$ cat src/rtl/fifo_sync_buffer.sv
// Single-clock FIFO buffering words from the sync register for the consumer.
// Define FIFO_ERR_FLAGS_EN to add sticky overflow/underflow outputs.
module fifo_sync_buffer #(
  parameter int SIZE  = 4,
  parameter int DEPTH = 8
) (
  input  logic                       r_clk,
  input  logic                       rst,
  input  logic [SIZE-1:0]            w_data,
  input  logic                       w_en,
  output logic                       w_full,
  input  logic                       r_en,
  output logic [SIZE-1:0]            r_data,
  output logic                       r_valid,
  output logic                       r_empty,
  output logic [$clog2(DEPTH):0]     count
`ifdef FIFO_ERR_FLAGS_EN
  ,
  output logic                       overflow,
  output logic                       underflow
`endif
);

  localparam int ADDR_W = $clog2(DEPTH);
  localparam logic [ADDR_W:0] FULL_CNT = DEPTH[ADDR_W:0];

  logic [SIZE-1:0]   mem [DEPTH];
  logic [ADDR_W-1:0] wr_ptr, rd_ptr;
  logic [ADDR_W:0]   count_nxt;
  logic              wr_acc, rd_acc;

  // When full, a concurrent read frees the slot the write lands in.
  assign rd_acc = r_en && !r_empty;
  assign wr_acc = w_en && (!w_full || rd_acc);

  always_comb begin
    count_nxt = count;
    case ({wr_acc, rd_acc})
      2'b10:   count_nxt = count + 1'b1;
      2'b01:   count_nxt = count - 1'b1;
      default: count_nxt = count;
    endcase
  end

  always_ff @(posedge r_clk) begin
    if (!rst && wr_acc) mem[wr_ptr] <= w_data;
  end

  always_ff @(posedge r_clk) begin
    if (rst) begin
      wr_ptr  <= '0;
      rd_ptr  <= '0;
      count   <= '0;
      r_empty <= 1'b1;
      w_full  <= 1'b0;
      r_data  <= '0;
      r_valid <= 1'b0;
    end else begin
      if (wr_acc) wr_ptr <= wr_ptr + ADDR_W'(1);
      if (rd_acc) begin
        rd_ptr <= rd_ptr + ADDR_W'(1);
        r_data <= mem[rd_ptr];
      end
      r_valid <= rd_acc;
      count   <= count_nxt;
      r_empty <= (count_nxt == '0);
      w_full  <= (count_nxt == FULL_CNT);
    end
  end

`ifdef FIFO_ERR_FLAGS_EN
  always_ff @(posedge r_clk) begin
    if (rst) begin
      overflow  <= 1'b0;
      underflow <= 1'b0;
    end else begin
      if (w_en && w_full)  overflow  <= 1'b1;
      if (r_en && r_empty) underflow <= 1'b1;
    end
  end
`endif

endmodule
$ cat config.mk
export PLATFORM = sky130hd
export DESIGN_NAME = fifo_sync_buffer
export DESIGN_NICKNAME = d
export VERILOG_FILES = /design/src/rtl/fifo_sync_buffer.sv
export SDC_FILE = /design/constraint.sdc
export NUM_CORES = 1
export LEC_CHECK = 0
export BUFFER_PORTS_ARGS = -buffer_cell sky130_fd_sc_hd__buf_2
export CAP_MARGIN = 15
export CORE_ASPECT_RATIO = 1.2
export CORE_MARGIN = 2
export CORE_UTILIZATION = 45
export CTS_CLUSTER_SIZE = 25
export DETAILED_ROUTE_END_ITERATION = 12
export SLEW_MARGIN = 15
export SYNTH_ARGS = -nofsm -noshare
export SYNTH_HDL_FRONTEND = slang
export SYNTH_SLANG_ARGS = --single-unit
$ cat constraint.sdc
create_clock -name r_clk -period 6.45 [get_ports r_clk]
set_input_delay 0.9675 -clock r_clk [delete_from_list [all_inputs] [get_ports r_clk]]
set_output_delay 0.9675 -clock r_clk [all_outputs]
set_load 0.01 [all_outputs]
### Word-level counts from Yosys, hierarchy flattened

Memory sizes are Yosys's and may differ from the RTL's. A register that Yosys moved wholly into a read port is not among the register bits.
Index checks and enable logic that the tools add are counted.

| cells by class | value |
|---|---|
| equality and inequality tests | 3 |
| reduce and logical (&&, ||, !) cells | 8 |
| muxes and demuxes | 3 |
| add/sub/neg operators | 4 |

Operator list:

| cell | count |
|---|---|
| 4-bit case mux with 2 select lines | 1 |
| 3-bit by 1-bit adder with 3-bit output, second input constant | 2 |
| 4-bit by 1-bit adder with 4-bit output, second input constant | 1 |
| 4-bit == test, second input constant | 1 |
| 4-bit zero test | 1 |
| 4-bit by 1-bit subtractor with 4-bit output, second input constant | 1 |
| 1-bit logical AND | 3 |
| 1-bit zero test | 3 |
| 2-bit by 1-bit == test with 1-bit output, second input constant | 1 |
| 2-bit == test, second input constant | 1 |
| 1-bit 2-to-1 mux | 2 |
| 1-bit logical OR | 1 |

| storage, ports and cells | value |
|---|---|
| memories kept | 1 |
| output and inout port bits | 11 |
| word-level logic and storage cells | 25 |
| memory bits (writable) | 32 |
| flip-flop bits (word level) | 13 |

Memories:

| name | depth | width | read ports | clocked after memory_dff | wr ports | RTL line | source |
|---|---|---|---|---|---|---|---|
| mem | 8 | 4 | 1 | 1 | 1 | 27 | `logic [SIZE-1:0] mem [DEPTH];` |

### Depth between registers and ports, before layout

| depth | value |
|---|---|
| depth after elaboration | 7 |
| gate-level depth with buffers | 11 |

### Least setup slack after synthesis

Ideal clock, no wire load.

| timing | value |
|---|---|
| kind | input to register |
| start | in r_en |
| end | reg w_full |
| cell stages on the path | 9 |
| buffers on the path | 0 |
| setup time | 0.117 ns |
| path slack | 3.445 ns |
| arrival | 2.888 ns |
| cells stage by stage | nand2b_1 -> a21boi_1 -> inv_1 -> ha_1 -> nand2b_1 -> or4b_1 -> a31oi_1 -> xnor2_1 -> and4bb_2 |

| between the ends | value |
|---|---|
| longest elaborated chain between the ends | 6 |
| elaborated cells on any way between the ends | 7 |
| those cells by class | 3 x eq/ne; 1 x mux; 3 x reduce/logical |

RTL lines:

| what | RTL line | source |
|---|---|---|
| start, declared | 12 | `input logic r_en,` |
| 1-bit logical AND (*) | 33 | `assign rd_acc = r_en && !r_empty;` |
| 1-bit logical OR | 34 | `assign wr_acc = w_en && (!w_full \|\| rd_acc);` |
| 1-bit logical AND | 34 |  |
| 2-bit by 1-bit == test with 1-bit output / 2-bit == test (equally long branches) | 38 | `case ({wr_acc, rd_acc})` |
| 4-bit case mux with 2 select lines (*) | 38 |  |
| 4-bit == test (*) | 67 | `w_full <= (count_nxt == FULL_CNT);` |
| end signal, assigned | 67 |  |
| end, declared | 11 | `output logic w_full,` |

Mark *: on every way between the ends. The rest lies on a longest branch, timed or not.
A chain may end at the register's enable or synchronous reset.

### Final worst setup path

Same ends and word-level chain as after synthesis.

==> report_table.html <==
<table>
<tr><th>Metric</th><th>Value</th></tr>
<tr><th colspan="2">Placed design</th></tr>
<tr><td>DP Cell Count</td><td>roughly 210</td></tr>
<tr><td>Detail Placement HPWL</td><td>between 2 and 2.5 mm</td></tr>
<tr><td>Final weighted congestion in routability-driven placement</td><td>between 0.6 and 0.7</td></tr>
<tr><td>DP Area</td><td>about 2100 um2</td></tr>
<tr><td>Buffers added on ports</td><td>18</td></tr>
<tr><th colspan="2">Synthesis</th></tr>
<tr><td>Synthesis-stage register bit count</td><td>between 40 and 50</td></tr>
<tr><td>List of most frequent post-synthesis cells</td><td>sky130_fd_sc_hd__edfxtp_1, sky130_fd_sc_hd__dfxtp_1, sky130_fd_sc_hd__nor2_1</td></tr>
<tr><td>Count of flip-flops with a built-in enable after synthesis</td><td>32</td></tr>
<tr><td>Area fraction of the dominant cell type after synthesis</td><td>approximately 48%</td></tr>
<tr><td>Top FF cell, synth</td><td>sky130_fd_sc_hd__edfxtp_1</td></tr>
<tr><td>Largest cells by area after synthesis</td><td>sky130_fd_sc_hd__edfxtp_1, sky130_fd_sc_hd__dfxtp_1, sky130_fd_sc_hd__mux4_2, sky130_fd_sc_hd__ha_1, sky130_fd_sc_hd__nor2_1</td></tr>
<tr><td>Top-count cell post-synth</td><td>sky130_fd_sc_hd__edfxtp_1</td></tr>
<tr><td>Avg Inst Size Synth</td><td>14.5 um2</td></tr>
<tr><td>Number of instances in the synthesized netlist</td><td>about 140</td></tr>
<tr><td>Proportion of synthesized chip area in sequential cells</td><td>65.1%</td></tr>
<tr><td>Cell taking the most area after synthesis</td><td>sky130_fd_sc_hd__edfxtp_1</td></tr>
<tr><td>Cell Area, Synth</td><td>between 1500 and 2000 um2</td></tr>
<tr><td>Fraction of registers with async set or reset after synthesis</td><td>0%</td></tr>
<tr><td>Net count after synthesis</td><td>about 150</td></tr>
<tr><td>Count of yosys warnings during synthesis</td><td>0</td></tr>
<tr><td>Yosys cell types</td><td>26</td></tr>
<tr><th colspan="2">Floorplanning</th></tr>
<tr><td>Top Ports</td><td>19</td></tr>
<tr><td>Number of standard-cell rows in the floorplan</td><td>26</td></tr>
<tr><td>Die X-Extent</td><td>roughly 65 um</td></tr>
<tr><td>Die Area</td><td>about 5000 um2</td></tr>
<tr><td>Placeable Area</td><td>between 4000 and 5000 um2</td></tr>
<tr><td>Die outline height</td><td>77.0 um</td></tr>
<tr><td>Starting density of the core</td><td>46.9%</td></tr>
<tr><th colspan="2">Cells and area</th></tr>
<tr><td>Fillcell total</td><td>371</td></tr>
<tr><td>Core occupancy in the finished layout</td><td>52.6%</td></tr>
<tr><td>Sequential cell area</td><td>between 1000 and 1500 um2</td></tr>
<tr><td>Fraction of final layout cells with drive strength greater than 1</td><td>between 20% and 30%</td></tr>
<tr><td>Post-synthesis to final-layout area growth</td><td>12.1%</td></tr>
<tr><td>Antenna cells</td><td>0</td></tr>
<tr><td>Final instance count without filler cells</td><td>roughly 220</td></tr>
<tr><td>Cell area after layout</td><td>around 2200 um2</td></tr>
<tr><td>Area of the multi-input gates</td><td>668 um2</td></tr>
<tr><td>Total number of nets in the final design</td><td>approximately 170</td></tr>
<tr><th colspan="2">CTS</th></tr>
<tr><td>TritonCTS clock tree</td><td>done</td></tr>
<tr><td>Hold buffer count at cts</td><td>0</td></tr>
<tr><td>Number of gates resized after cts</td><td>0</td></tr>
<tr><td>Clock Tree Root</td><td>sky130_fd_sc_hd__clkbuf_8</td></tr>
<tr><td>Count of H-tree levels built during CTS</td><td>2</td></tr>
<tr><td>Clock-pin slew reported for the worst setup and hold paths after clock tree synthesis</td><td>0.09 ns</td></tr>
<tr><td>Setup Fix Bufs, Post-CTS</td><td>0</td></tr>
<tr><td>CTS Buffer Depth</td><td>2</td></tr>
<tr><td>Clock latency at the later pin of the worst-skew pair</td><td>just over 0.3 ns</td></tr>
<tr><td>Total clock buffers created by CTS</td><td>5</td></tr>
<tr><td>Clock sinks</td><td>slightly below 50</td></tr>
<tr><th colspan="2">Timing</th></tr>
<tr><td>RSZ-0062 raised after global routing</td><td>no</td></tr>
<tr><td>Number of failing hold endpoints at the final stage</td><td>0</td></tr>
<tr><td>Slew Limit Fails</td><td>0</td></tr>
<tr><td>Setup Viol. Count Final</td><td>0</td></tr>
<tr><td>Worst rel slew slack</td><td>28.3%</td></tr>
<tr><td>Hold slack</td><td>between 0.4 and 0.5 ns</td></tr>
<tr><td>Tmin final</td><td>a little under 3 ns</td></tr>
<tr><td>Fin crit share</td><td>45.8%</td></tr>
<tr><td>Top achievable clock speed</td><td>between 300 and 400 MHz</td></tr>
<tr><td>Total negative setup slack</td><td>0 ns</td></tr>
<tr><td>Setup Skew</td><td>approximately 0.0073 ns</td></tr>
<tr><td>Measured slew at the worst slew-check pin</td><td>about 1.1 ns</td></tr>
<tr><th colspan="2">Critical path</th></tr>
<tr><td>Data arrival, critical path</td><td>between 3 and 4 ns</td></tr>
<tr><td>Cell with the biggest individual delay on the critical path</td><td>sky130_fd_sc_hd__a21boi_1</td></tr>
<tr><td>Kind of critical path</td><td>input pin to flip-flop</td></tr>
<tr><td>Setup crit start kind</td><td>input pin</td></tr>
<tr><td>Worst setup path start</td><td>r_en</td></tr>
<tr><td>Maximum single-stage delay on the critical path</td><td>0.34 ns</td></tr>
<tr><td>FF-to-FF Start</td><td>r_empty</td></tr>
<tr><td>Critical Path Fanout Max</td><td>5</td></tr>
<tr><td>Critical-path cell list</td><td>buf_2 -&gt; nand2b_1 -&gt; a21boi_1 -&gt; inv_1 -&gt; ha_1 -&gt; xor2_1 -&gt; ha_1 -&gt; a21oi_1 -&gt; xor2_1 -&gt; nor2_1 -&gt; xnor2_1 -&gt; and4bb_2</td></tr>
<tr><td>Type of element capturing the critical path</td><td>flip-flop</td></tr>
<tr><td>Required time of the critical path</td><td>between 6 and 7 ns</td></tr>
<tr><th colspan="2">Detailed routing</th></tr>
<tr><td>Detailed Routing Iterations Pass 1</td><td>4</td></tr>
<tr><td>Number of violations reported at the end of detailed-routing iteration 0</td><td>68</td></tr>
<tr><td>Final WL</td><td>around 3.5 mm</td></tr>
<tr><td>Total via count after detailed routing</td><td>between 1000 and 1500</td></tr>
<tr><td>Post-DR vias/cell</td><td>~5.4</td></tr>
<tr><td>Drc violations</td><td>0</td></tr>
<tr><td>Per-cell routed wire length</td><td>around 16 um</td></tr>
<tr><td>Post-route antenna net violation count</td><td>0</td></tr>
<tr><th colspan="2">GRT</th></tr>
<tr><td>Wire length of the first global-routing pass</td><td>roughly 5.6 mm</td></tr>
<tr><td>Overall overflow remaining after global route</td><td>0</td></tr>
<tr><td>Antenna violations before repair</td><td>0</td></tr>
<tr><td>Pin count of the biggest net entering global routing</td><td>25</td></tr>
<tr><td>Global-route usage over all layers</td><td>between 15 and 20%</td></tr>
<tr><td>Vias in the first global route</td><td>around 1100</td></tr>
<tr><th colspan="2">Power and ir drop</th></tr>
<tr><td>Pwr per Cell Area</td><td>between 300 and 400 nW/um2</td></tr>
<tr><td>Leak pwr</td><td>around 0.8 nW</td></tr>
<tr><td>Peak supply drop</td><td>roughly 0.00015 V</td></tr>
<tr><th colspan="2">Worst hold path</th></tr>
<tr><td>HP Start</td><td>wr_ptr[0]</td></tr>
<tr><td>Classification of the worst-slack hold path</td><td>flip-flop to flip-flop</td></tr>
<tr><th colspan="2">Run</th></tr>
<tr><td>Max cap viols</td><td>0</td></tr>
<tr><th colspan="2">Status</th></tr>
<tr><td>Outcome</td><td>complete, no violations</td></tr>
</table>
metal layers:
| metal | GRT usage, % | routed length (um) | up-vias |
|---|---|---|---|
| li1 | - | - | 556 |
| met1 | 21.6 | 1580 | 575 |
| met2 | 23.6 | 1710 | 18 |
| met3 | 4.55 | 117 | 6 |
| met4 | 5.74 | 57 | 0 |
| met5 | 0 | 0 | - |
worst paths after layout:
check / end / slack (ns) / depth (start not counted)
setup / recovery: w_full / 3.49 / 12
hold / removal: wr_ptr[0] / 0.49 / 2
setup reg to reg: w_full / 3.82 / 11
hold reg to reg: wr_ptr[0] / 0.49 / 2
stage by stage:
step / total power (W) / setup slack (ns)
3_3_place_gp: 0.000515 / 3.26
4_1_cts: 0.000705 / 3.50
3_5_place_dp: 0.000523 / 3.17
2_1_floorplan: 0.000482 / 3.44
5_1_grt: 0.000735 / 3.23
6_report: 0.000698 / 3.49
sequential cells by signal, summed over array words and instances, names as in the netlist:
signal and flops:
r_empty 1, r_valid 1, wr_ptr 3, rd_ptr 3, w_full 1, count 4, r_data 4, mem 32
cells in the final DEF, fill, tap and decap left out, drive strengths merged:
cell type / n
a211oi: 4
a21boi: 1
a21oi: 4
a31o: 1
a31oi: 1
and4bb: 1
buf: 20
clkbuf: 5
clkinv: 1
clkinvlp: 1
dfxtp: 17
edfxtp: 32
ha: 5
inv: 3
mux2i: 5
mux4: 8
nand2: 10
nand2b: 3
nand3b: 2
nor2: 16
nor4: 2
nor4b: 4
o21ai: 2
or2b: 1
or3: 1
or4b: 1
xnor2: 3
xor2: 5
critical path: cells and delay by family:
kind            cells  cell delay, ns
compound gates      2            0.48
buf+inv             2            0.22
fa+ha+maj           2            0.49
simple gates        3            0.42
xor+xnor            3            0.64
cell families after synthesis:
| family | count (synthesis) | share of synthesized area (%) |
|---|---|---|
| compound gates | 13 | 4.13 |
| xor+xnor | 8 | 3.50 |
| fa+ha+maj | 5 | 3.13 |
| buf+inv | 9 | 1.82 |
| flops | 49 | 65.1 |
| mux | 13 | 11.5 |
| simple gates | 41 | 10.8 |
power by group:
group | internal [W] | total, W | switching (W)
Combinational | 0.0000639 | 0.000130 | 0.0000661
Clock | 0.0000771 | 0.000184 | 0.000107
Sequential | 0.000356 | 0.000384 | 0.0000279
Total | 0.000497 | 0.000698 | 0.000201
area by class of cell:
class | instances | area share, %
Sequential cell | 49 | 58.0
Multi-Input combinational cell | 80 | 29.8
Timing Repair Buffer | 20 | 4.69
Tap cell | 56 | 3.13
Clock buffer | 5 | 3.07
Clock inverter | 3 | 0.949
Inverter | 2 | 0.335
Power figures use the tool's default switching activity.
